File: src/rtl/lcd_spi_pkg.sv
// rtl/lcd_spi_pkg.sv - shared types, FSM states and init ROM for the LCD SPI command sequencer
package lcd_spi_pkg;

    typedef enum logic [1:0] {
        IDLE  = 2'd0,
        SETUP = 2'd1,
        XFER  = 2'd2,
        INIT  = 2'd3
    } state_e;

    typedef struct packed {
        logic       dc;
        logic [7:0] data;
    } entry_t;

    localparam int INIT_LEN = 5;

    // Panel bring-up: SWRESET, SLPOUT, COLMOD=0x55 (16bpp), DISPON
    function automatic entry_t init_rom(input logic [2:0] idx);
        case (idx)
            3'd0:    return entry_t'({1'b0, 8'h01});
            3'd1:    return entry_t'({1'b0, 8'h11});
            3'd2:    return entry_t'({1'b0, 8'h3A});
            3'd3:    return entry_t'({1'b1, 8'h55});
            3'd4:    return entry_t'({1'b0, 8'h29});
            default: return entry_t'(9'h000);
        endcase
    endfunction

endpackage

File: src/rtl/lcd_cmd_fifo.sv
// rtl/lcd_cmd_fifo.sv - synchronous FIFO of {dc,data} entries with occupancy count
module lcd_cmd_fifo
    import lcd_spi_pkg::*;
#(
    parameter int DEPTH = 8
) (
    input  logic                     clk,
    input  logic                     rst,
    input  logic                     push_i,
    input  logic                     pop_i,
    input  entry_t                   wdata_i,
    output entry_t                   rdata_o,
    output logic [$clog2(DEPTH):0]   count_o,
    output logic                     full_o,
    output logic                     empty_o
);

    localparam int AW = $clog2(DEPTH);

    entry_t          mem_q [DEPTH];
    logic [AW-1:0]   wr_ptr_q;
    logic [AW-1:0]   rd_ptr_q;
    logic [AW:0]     count_q;
    logic            do_push;
    logic            do_pop;

    assign full_o  = (count_q == (AW+1)'(DEPTH));
    assign empty_o = (count_q == '0);
    assign count_o = count_q;
    assign rdata_o = mem_q[rd_ptr_q];
    assign do_push = push_i && !full_o;
    assign do_pop  = pop_i && !empty_o;

    // DEPTH is a power of two, so pointer overflow is the modulo wrap
    always_ff @(posedge clk) begin
        if (rst) begin
            wr_ptr_q <= '0;
            rd_ptr_q <= '0;
            count_q  <= '0;
        end else begin
            if (do_push) wr_ptr_q <= wr_ptr_q + AW'(1);
            if (do_pop)  rd_ptr_q <= rd_ptr_q + AW'(1);
            case ({do_push, do_pop})
                2'b10:   count_q <= count_q + (AW+1)'(1);
                2'b01:   count_q <= count_q - (AW+1)'(1);
                default: count_q <= count_q;
            endcase
        end
    end

    always_ff @(posedge clk) begin
        if (do_push) mem_q[wr_ptr_q] <= wdata_i;
    end

endmodule

File: src/rtl/lcd_spi_cmd_seq.sv
// rtl/lcd_spi_cmd_seq.sv - FIFO-fed byte sequencer for the LCD SPI master; LCD_INIT_ROM_EN adds a post-reset init ROM
module lcd_spi_cmd_seq
    import lcd_spi_pkg::*;
#(
    parameter int DEPTH       = 8,
    parameter int XFER_CYCLES = 18
) (
    input  logic                     clk,
    input  logic                     rst,
    input  logic                     wr_valid,
    output logic                     wr_ready,
    input  logic                     wr_dc,
    input  logic [7:0]               wr_data,
    output logic                     spi_load,
    output logic [15:0]              spi_in,
    output logic                     lcd_dcx,
    output logic                     busy,
    output logic [$clog2(DEPTH):0]   fifo_count
);

    localparam int CW = (XFER_CYCLES > 1) ? $clog2(XFER_CYCLES) : 1;

    state_e          state_q, state_d;
    logic [CW-1:0]   cnt_q, cnt_d;
    logic [7:0]      byte_q, byte_d;
    logic            dcx_q, dcx_d;
    logic            load_q;
    logic            busy_q;
    logic            push, pop, full, empty;
    logic            fifo_nonempty_d;
    entry_t          head;

`ifdef LCD_INIT_ROM_EN
    logic [2:0]      rom_idx_q, rom_idx_d;
    entry_t          rom_entry;
    assign rom_entry = init_rom(rom_idx_q);
`endif

    assign wr_ready = !full;
    assign push     = wr_valid && wr_ready;

    lcd_cmd_fifo #(.DEPTH(DEPTH)) u_fifo (
        .clk     (clk),
        .rst     (rst),
        .push_i  (push),
        .pop_i   (pop),
        .wdata_i (entry_t'({wr_dc, wr_data})),
        .rdata_o (head),
        .count_o (fifo_count),
        .full_o  (full),
        .empty_o (empty)
    );

    // Occupancy after this edge, so the registered busy tracks current state/count
    assign fifo_nonempty_d = push || (!empty && !(fifo_count == 1 && pop));

    always_comb begin
        state_d = state_q;
        cnt_d   = cnt_q;
        byte_d  = byte_q;
        dcx_d   = dcx_q;
        pop     = 1'b0;
`ifdef LCD_INIT_ROM_EN
        rom_idx_d = rom_idx_q;
`endif
        case (state_q)
            IDLE: begin
                if (!empty) begin
                    pop     = 1'b1;
                    byte_d  = head.data;
                    dcx_d   = head.dc;
                    state_d = SETUP;
                end
            end
            SETUP: begin
                cnt_d   = '0;
                state_d = XFER;
            end
            XFER: begin
                if (cnt_q == CW'(XFER_CYCLES - 1)) begin
`ifdef LCD_INIT_ROM_EN
                    state_d = (rom_idx_q < 3'(INIT_LEN)) ? INIT : IDLE;
`else
                    state_d = IDLE;
`endif
                end else begin
                    cnt_d = cnt_q + CW'(1);
                end
            end
            INIT: begin
`ifdef LCD_INIT_ROM_EN
                byte_d    = rom_entry.data;
                dcx_d     = rom_entry.dc;
                rom_idx_d = rom_idx_q + 3'd1;
                state_d   = SETUP;
`else
                state_d   = IDLE;
`endif
            end
            default: state_d = IDLE;
        endcase
    end

    always_ff @(posedge clk) begin
        if (rst) begin
`ifdef LCD_INIT_ROM_EN
            state_q   <= INIT;
            rom_idx_q <= '0;
`else
            state_q   <= IDLE;
`endif
            cnt_q  <= '0;
            byte_q <= '0;
            dcx_q  <= 1'b1;
            load_q <= 1'b1;
            busy_q <= 1'b0;
        end else begin
`ifdef LCD_INIT_ROM_EN
            rom_idx_q <= rom_idx_d;
`endif
            state_q <= state_d;
            cnt_q   <= cnt_d;
            byte_q  <= byte_d;
            dcx_q   <= dcx_d;
            load_q  <= (state_d != XFER);
            busy_q  <= (state_d != IDLE) || fifo_nonempty_d;
        end
    end

    assign spi_load = load_q;
    assign spi_in   = {8'h00, byte_q};
    assign lcd_dcx  = dcx_q;
    assign busy     = busy_q;

endmodule

File: config.mk
export PLATFORM = sky130hd
export DESIGN_NAME = lcd_spi_cmd_seq
export DESIGN_NICKNAME = d
export VERILOG_FILES = /design/src/rtl/lcd_spi_pkg.sv /design/src/rtl/lcd_cmd_fifo.sv /design/src/rtl/lcd_spi_cmd_seq.sv
export SDC_FILE = /design/constraint.sdc
export NUM_CORES = 1
export LEC_CHECK = 0
export ABC_AREA = 1
export BUFFER_PORTS_ARGS = -buffer_cell sky130_fd_sc_hd__buf_2
export CORE_ASPECT_RATIO = 0.8
export CORE_MARGIN = 1.5
export CORE_UTILIZATION = 55
export DETAILED_ROUTE_END_ITERATION = 10
export GPL_TIMING_DRIVEN = 0
export PLACE_DENSITY = 0.72
export SYNTH_ARGS = -nofsm -noshare
export SYNTH_HDL_FRONTEND = slang
export SYNTH_SLANG_ARGS = --single-unit
File: constraint.sdc
create_clock -name clk -period 4.9 [get_ports clk]
set_clock_uncertainty 0.05 [all_clocks]
set_input_delay 0.245 -clock clk [delete_from_list [all_inputs] [get_ports clk]]
set_output_delay 0.245 -clock clk [all_outputs]
set_load 0.02 [all_outputs]
After elaboration in Yosys (flattened, before gate mapping)
Memories as Yosys holds them, arrays and structs flattened. A register that Yosys moved wholly into a read port is not among the register bits.
Cells that the tools add are included.
{ "totals": {"regBits": 19, "ramBits": 72, "inputBits": 12, "output_inout_bits": 24, "word_cells": 51, "n_memories": 1} }
{ "mem_list": {"columns": ["memory", "depth", "width", "rd", "rd_ports_with_merged_regs", "write_ports", "line", "rtl"], "rows": [
  ["u_fifo.mem_q", 8, 9, 1, 1, 1, "lcd_cmd_fifo.sv:20", "entry_t mem_q [DEPTH];"]
]} }
{ "op_classes": {"n_addsub": 5, "n_eq_ne": 10, "muxes": 10, "n_bitwise": 1, "n_reduce_logical": 17} }
{ "ops": {"columns": ["operator", "count"], "rows": [
  ["one-hot mux 5 bit (2 select lines)", 1],
  ["one-hot mux 2 bit (4 select lines)", 1],
  ["one-hot mux 4 bit (2 select lines)", 1],
  ["adder 3 x 1 -> 3 bit (second input constant)", 2],
  ["equality test 2 bit (second input constant)", 3],
  ["nonzero test 2 bit", 3],
  ["adder 5 x 1 -> 5 bit (second input constant)", 1],
  ["equality test 5 bit (second input constant)", 1],
  ["logical AND 1 bit", 5],
  ["two-way mux 5 bit", 1],
  ["adder 4 x 1 -> 4 bit (second input constant)", 1],
  ["equality test 2 x 1 -> 1 bit (second input constant)", 2],
  ["equality test 4 x 1 -> 1 bit (second input constant)", 1],
  ["equality test 4 bit (second input constant)", 1],
  ["logical NOT 4 bit", 1],
  ["two-way mux 1 bit", 4],
  ["two-way mux 2 bit", 2],
  ["!= test 2 bit (second input constant)", 2],
  ["AND reduction 2 bit", 2],
  ["subtractor 4 x 1 -> 4 bit (second input constant)", 1],
  ["logical NOT 1 bit", 3],
  ["logical NOT 2 bit", 1],
  ["logical OR 1 bit", 2],
  ["NOT 1 bit", 1]
]} }

Longest topological paths before layout
{ "depth": {"ltp_word": 8, "depth_mapped": 13, "ltp_nobuf": 12} }

By module
From an unflattened synthesis, not the netlist that was laid out.
{ "unflattened": {"cells_unflattened": 403, "hier_area_um2": 4325.4} }
{ "by_module_without_submodules": {"columns": ["mod", "instances", "cells_per_inst", "area_per_inst_um2", "seq_area_each_um2"], "rows": [
  ["lcd_cmd_fifo", 1, 299, 3525.9, 2422.3],
  ["lcd_spi_cmd_seq", 1, 104, 799.5, 360.3]
]} }

Worst setup path after synthesis
No wires, ideal clock.
{ "synth_path": {"kind": "register to register", "start": "register u_fifo.count_q[0] (netlist: u_fifo.count_o[0])", "end": "memory u_fifo.mem_q[0][0] (netlist bit) (enable)", "setup_ps": 374, "t_arrival_ps": 1817, "required_ps": 4476, "path_slack_ps": 2659, "stages_incl_launch_ff": 8, "path_buffers": 0, "period_less_slack_ps": 2241, "path_cell_list": "dfxtp_1 -> inv_1 -> ha_1 -> nand3_1 -> nand2_1 -> inv_1 -> nand2_1 -> nor2_1"} }
{ "synth_via": {"elab_chain_len": 6} }
{ "synth_rtl": {"columns": ["element", "line", "rtl"], "rows": [
  ["start, declared", "lcd_cmd_fifo.sv:23", "logic [AW:0] count_q;"],
  ["start signal, assigned", "lcd_cmd_fifo.sv:44", "2'b10: count_q <= count_q + (AW+1)'(1);"],
  ["start signal, assigned", "lcd_cmd_fifo.sv:45", "2'b01: count_q <= count_q - (AW+1)'(1);"],
  ["start signal, assigned", "lcd_cmd_fifo.sv:46", "default: count_q <= count_q;"],
  ["equality test 4 bit (*)", "lcd_cmd_fifo.sv:27", "assign full_o = (count_q == (AW+1)'(DEPTH));"],
  ["logical NOT 1 bit (*)", "lcd_spi_cmd_seq.sv:39", "assign wr_ready = !full;"],
  ["named net wr_ready", "lcd_spi_cmd_seq.sv:11", "output logic wr_ready,"],
  ["logical AND 1 bit", "lcd_spi_cmd_seq.sv:40", "assign push = wr_valid && wr_ready;"],
  ["logical AND 1 bit (*)", "lcd_cmd_fifo.sv:31", "assign do_push = push_i && !full_o;"],
  ["two-way mux 1 bit (*)", "lcd_cmd_fifo.sv:52", "if (do_push) mem_q[wr_ptr_q] <= wdata_i;"],
  ["two-way mux 1 bit (not written as such) (*)", "lcd_cmd_fifo.sv:52", null],
  ["end, declared", "lcd_cmd_fifo.sv:20", null]
]} }
The timed path passes the listed nets; every way through them passes the cells marked *.

Worst setup path in the final report
{ "layout_path": {"start": "register u_fifo.count_q[0] (netlist: u_fifo.count_o[0])", "end": "memory u_fifo.mem_q[3][6] (netlist bit) (enable)"} }
{ "layout_via": {"elab_chain_len": 6} }
{ "layout_rtl": {"columns": ["element", "line"], "rows": [
  ["equality test 4 bit (*)", "lcd_cmd_fifo.sv:27"],
  ["logical NOT 1 bit (*)", "lcd_cmd_fifo.sv:31, lcd_spi_cmd_seq.sv:39"],
  ["logical AND 1 bit", "lcd_spi_cmd_seq.sv:40"],
  ["logical AND 1 bit (*)", "lcd_cmd_fifo.sv:31"],
  ["two-way mux 1 bit (*)", "lcd_cmd_fifo.sv:52"],
  ["two-way mux 1 bit (not written as such) (*)", "lcd_cmd_fifo.sv:52"]
]} }
Mark *: on every way between the ends. The rest lies on a longest branch, timed or not.

==> metrics.md <==
| Metric | Value |
|---|---|
| TritonCTS Buffers | 9 |
| # IOs | 36 |
| Top_reg_cell synth | edfxtp_1 |
| # port buffers | 27 |
| TNS Setup | 0 ps |
| Post-CTS Setup Bufs | 0 |
| Clk root buf | clkbuf_8 |
| Sw Pwr | 0.888 mW |
| Post-synth EDFFs | 72 |
| Die X | 102 um |
| Fin crit share | 0.542 |
| Leakage power | 2.05 nW |
| Async S/R FF share, synth | 0 |
| Final Max Slew Viols | 0 |
| H-tree levels | 3 |
| Via count | 3096 |
| TritonCTS clock tree | done |
| Gate power share | 0.355 |
| Cell Chain, Critical Path | inv_1, ha_1, nand3_1, nand2_1, nor2_1, inv_1, nor2_1 |
| Post-route DRC | 0 |
| RSZ-0062 raised after global routing | no |
| Initial antenna violation count | 0 |
| First-pass GRT wire length | 13900 um |
| Clock power frac | 0.200 |
| Yosys cell types | 25 |
| Die ar. | 8370 um^2 |
| Min-delay worst type | input pin to register |
| GPL Wtd Cong | 0.848 |
| Critical path arrival | 2570 ps |
| Starting density of the core | 0.574 |
| Max-slew headroom | 0.140 |
| Worst Path Max Fanout | 9 |
| Finished Cell Area | 4770 um^2 |
| Post-cts hold buffer count | 0 |
| Worst vdd ir | 254 uV |
| Vias in the first global route | 2697 |
| Synth Register Bits | 100 |
| Area growth, synth to finish | 10.8% |
| Max Cap Violations | 0 |
| Yosys warning total | 0 |
| Clk Latency, worst-skew pair | 360 ps |
| Die H | 82.1 um |
| Final Hold Viols | 0 |
| Crit-path max cell delay | 960 ps |
| Clk sinks | 100 |
| Net Sw Frac | 0.379 |
| Most frequent cells in the layout | nand2_1 (107), edfxtp_1 (72), inv_1 (66), nand3_1 (59), buf_2 (33) |
| Pin count of the biggest net entering global routing | 17 |
| ANT cells | 0 |
| Critical path class | register to register |
| Ratio of cells with drive above 1 in the final layout | 0.124 |
| Internal | 1.46 mW |
| Slowest stage cell, crit path | nor2_1 |
| First-pass DRT Iterations | 5 |
| Worst slew pin tran | 1280 ps |
| Commonest non-fill, non-tap cell in the layout | nand2_1 |
| Mean area per synthesized cell | 9.72 um^2 |
| Fmax | 377 MHz |
| Site Rows | 28 |
| Core Region | 7500 um^2 |
| Worst setup SP type | register |
| Seq/Total Area, Yosys | 0.632 |
| Clock transition at path regs | 90 ps |
| Pwr Density | 492 nW/um^2 |
| DR WL/cell | 15.7 um |
| Reg power frac | 0.445 |
| Required time of the critical path | 4820 ps |
| Nets | 508 |
| Mapped cell area | 4310 um^2 |
| Tmin final | 2660 ps |
| Buffers & Inverters on Critical Path | 2 |
| Via density | 5.18 |
| Placed instance area | 4600 um^2 |
| CP delay by family, top | simple AND/OR/NAND/NOR gates |
| Gr usage total | 0.235 |
| Antenna viol nets, final | 0 |
| DRT Wirelength | 9380 um |
| Worst setup EP type | register |
| Clock Tree Buf Depth | 2 |
| Status | finished, final reports clean |
| Initial DRC Count | 345 |
| # setup viols final | 0 |
| DP HPWL | 6000 um |
| Post-synthesis instance total | 443 |
| Total gr overflow | 0 |
| CTS resizes | 0 |
logic make-up (layout without fill, tap and decap cells):
kind of cell / after synthesis / after routing / synth area share
compound gates: 42 / 42 / 0.0526
simple gates: 196 / 196 / 0.190
buf+inv: 94 / 137 / 0.0968
flops: 100 / 100 / 0.632
other cells: 1 / 8 / 0.000871
xor+xnor: 2 / 2 / 0.00407
fa+ha+maj: 8 / 8 / 0.0232
sequential cells by signal, indices dropped and copies added, names as in the netlist:
name and flops:
u_fifo.rd_ptr_q 3, cnt_q 5, lcd_dcx 1, state_q 2
u_fifo.count_o 4, u_fifo.mem_q 72, spi_load 1, byte_q 8
u_fifo.wr_ptr_q 3, busy 1
routing by layer:
metal	global-route usage	part of all wire
met5	0	0
met3	0.0572	0.077
met1	0.334	0.46
met4	0.0753	0.0097
met2	0.359	0.45
area by class of cell:
type,instances,area (um^2)
repair buffers,27,135
fillers,642,2730
well taps,105,131
multi-input cells,256,1190
inverters,70,263
clock inverters,3,22.5
plain buffers,24,154
clock buffers,13,149
flip-flops and latches,100,2720
path summary, 6_finish.rpt:
path                                         from                 end  slack (ps)  depth (start not counted)
worst max-delay path            u_fifo.count_o[0]  u_fifo.mem_q[3][6]        2240                          7
worst min register to register          byte_q[5]           byte_q[5]         420                          2
worst max register to register  u_fifo.count_o[0]  u_fifo.mem_q[3][6]        2240                          7
worst min-delay path                          rst           byte_q[3]         100                          2
synth_stat cells, types with 3 or more instances:
library cell    n  share of area
nand2_1       107          0.093
edfxtp_1       72           0.50
inv_1          66          0.058
nand3_1        59          0.069
dfxtp_1        28           0.13
nor2_1         27          0.024
a21oi_1        21          0.024
o21ai_0        14          0.016
buf_4           9          0.016
ha_1            8          0.023
buf_2           6         0.0070
clkbuf_1        6         0.0052
buf_6           3         0.0078
through the flow:
| stage | total power, mW | setup WS, ps | utilization | cells | hold slack (ps) |
|---|---|---|---|---|---|
| 2_1_floorplan | 1.62 | 2660 | - | 450 | 264 |
| 3_3_place_gp | 1.85 | 2420 | 0.613 | 582 | 402 |
| 3_5_place_dp | 1.88 | 2320 | 0.613 | 582 | 403 |
| 4_1_cts | 2.33 | 2300 | 0.636 | 598 | 92.8 |
| 5_1_grt | 2.48 | 2110 | 0.636 | 598 | 89.6 |
| 6_report | 2.34 | 2240 | 0.636 | 598 | 98.1 |
worst reg2reg max path, stage by stage (launching register included):
cell,delay [ps]
dfxtp_1,400
inv_1,120
ha_1,240
nand3_1,100
nand2_1,160
nor2_1,150
inv_1,90
nor2_1,960
power by group through the flow:
stage | sequential, mW | combinational [mW] | clock, mW
global placement | 1.06 | 0.791 | 0
detailed placement | 1.06 | 0.818 | 0
CTS | 1.04 | 0.821 | 0.468
global route | 1.05 | 0.916 | 0.506
finish | 1.04 | 0.833 | 0.469
floorplan | 1.10 | 0.520 | 0
Note: power is estimated with default switching activity, not from simulation.
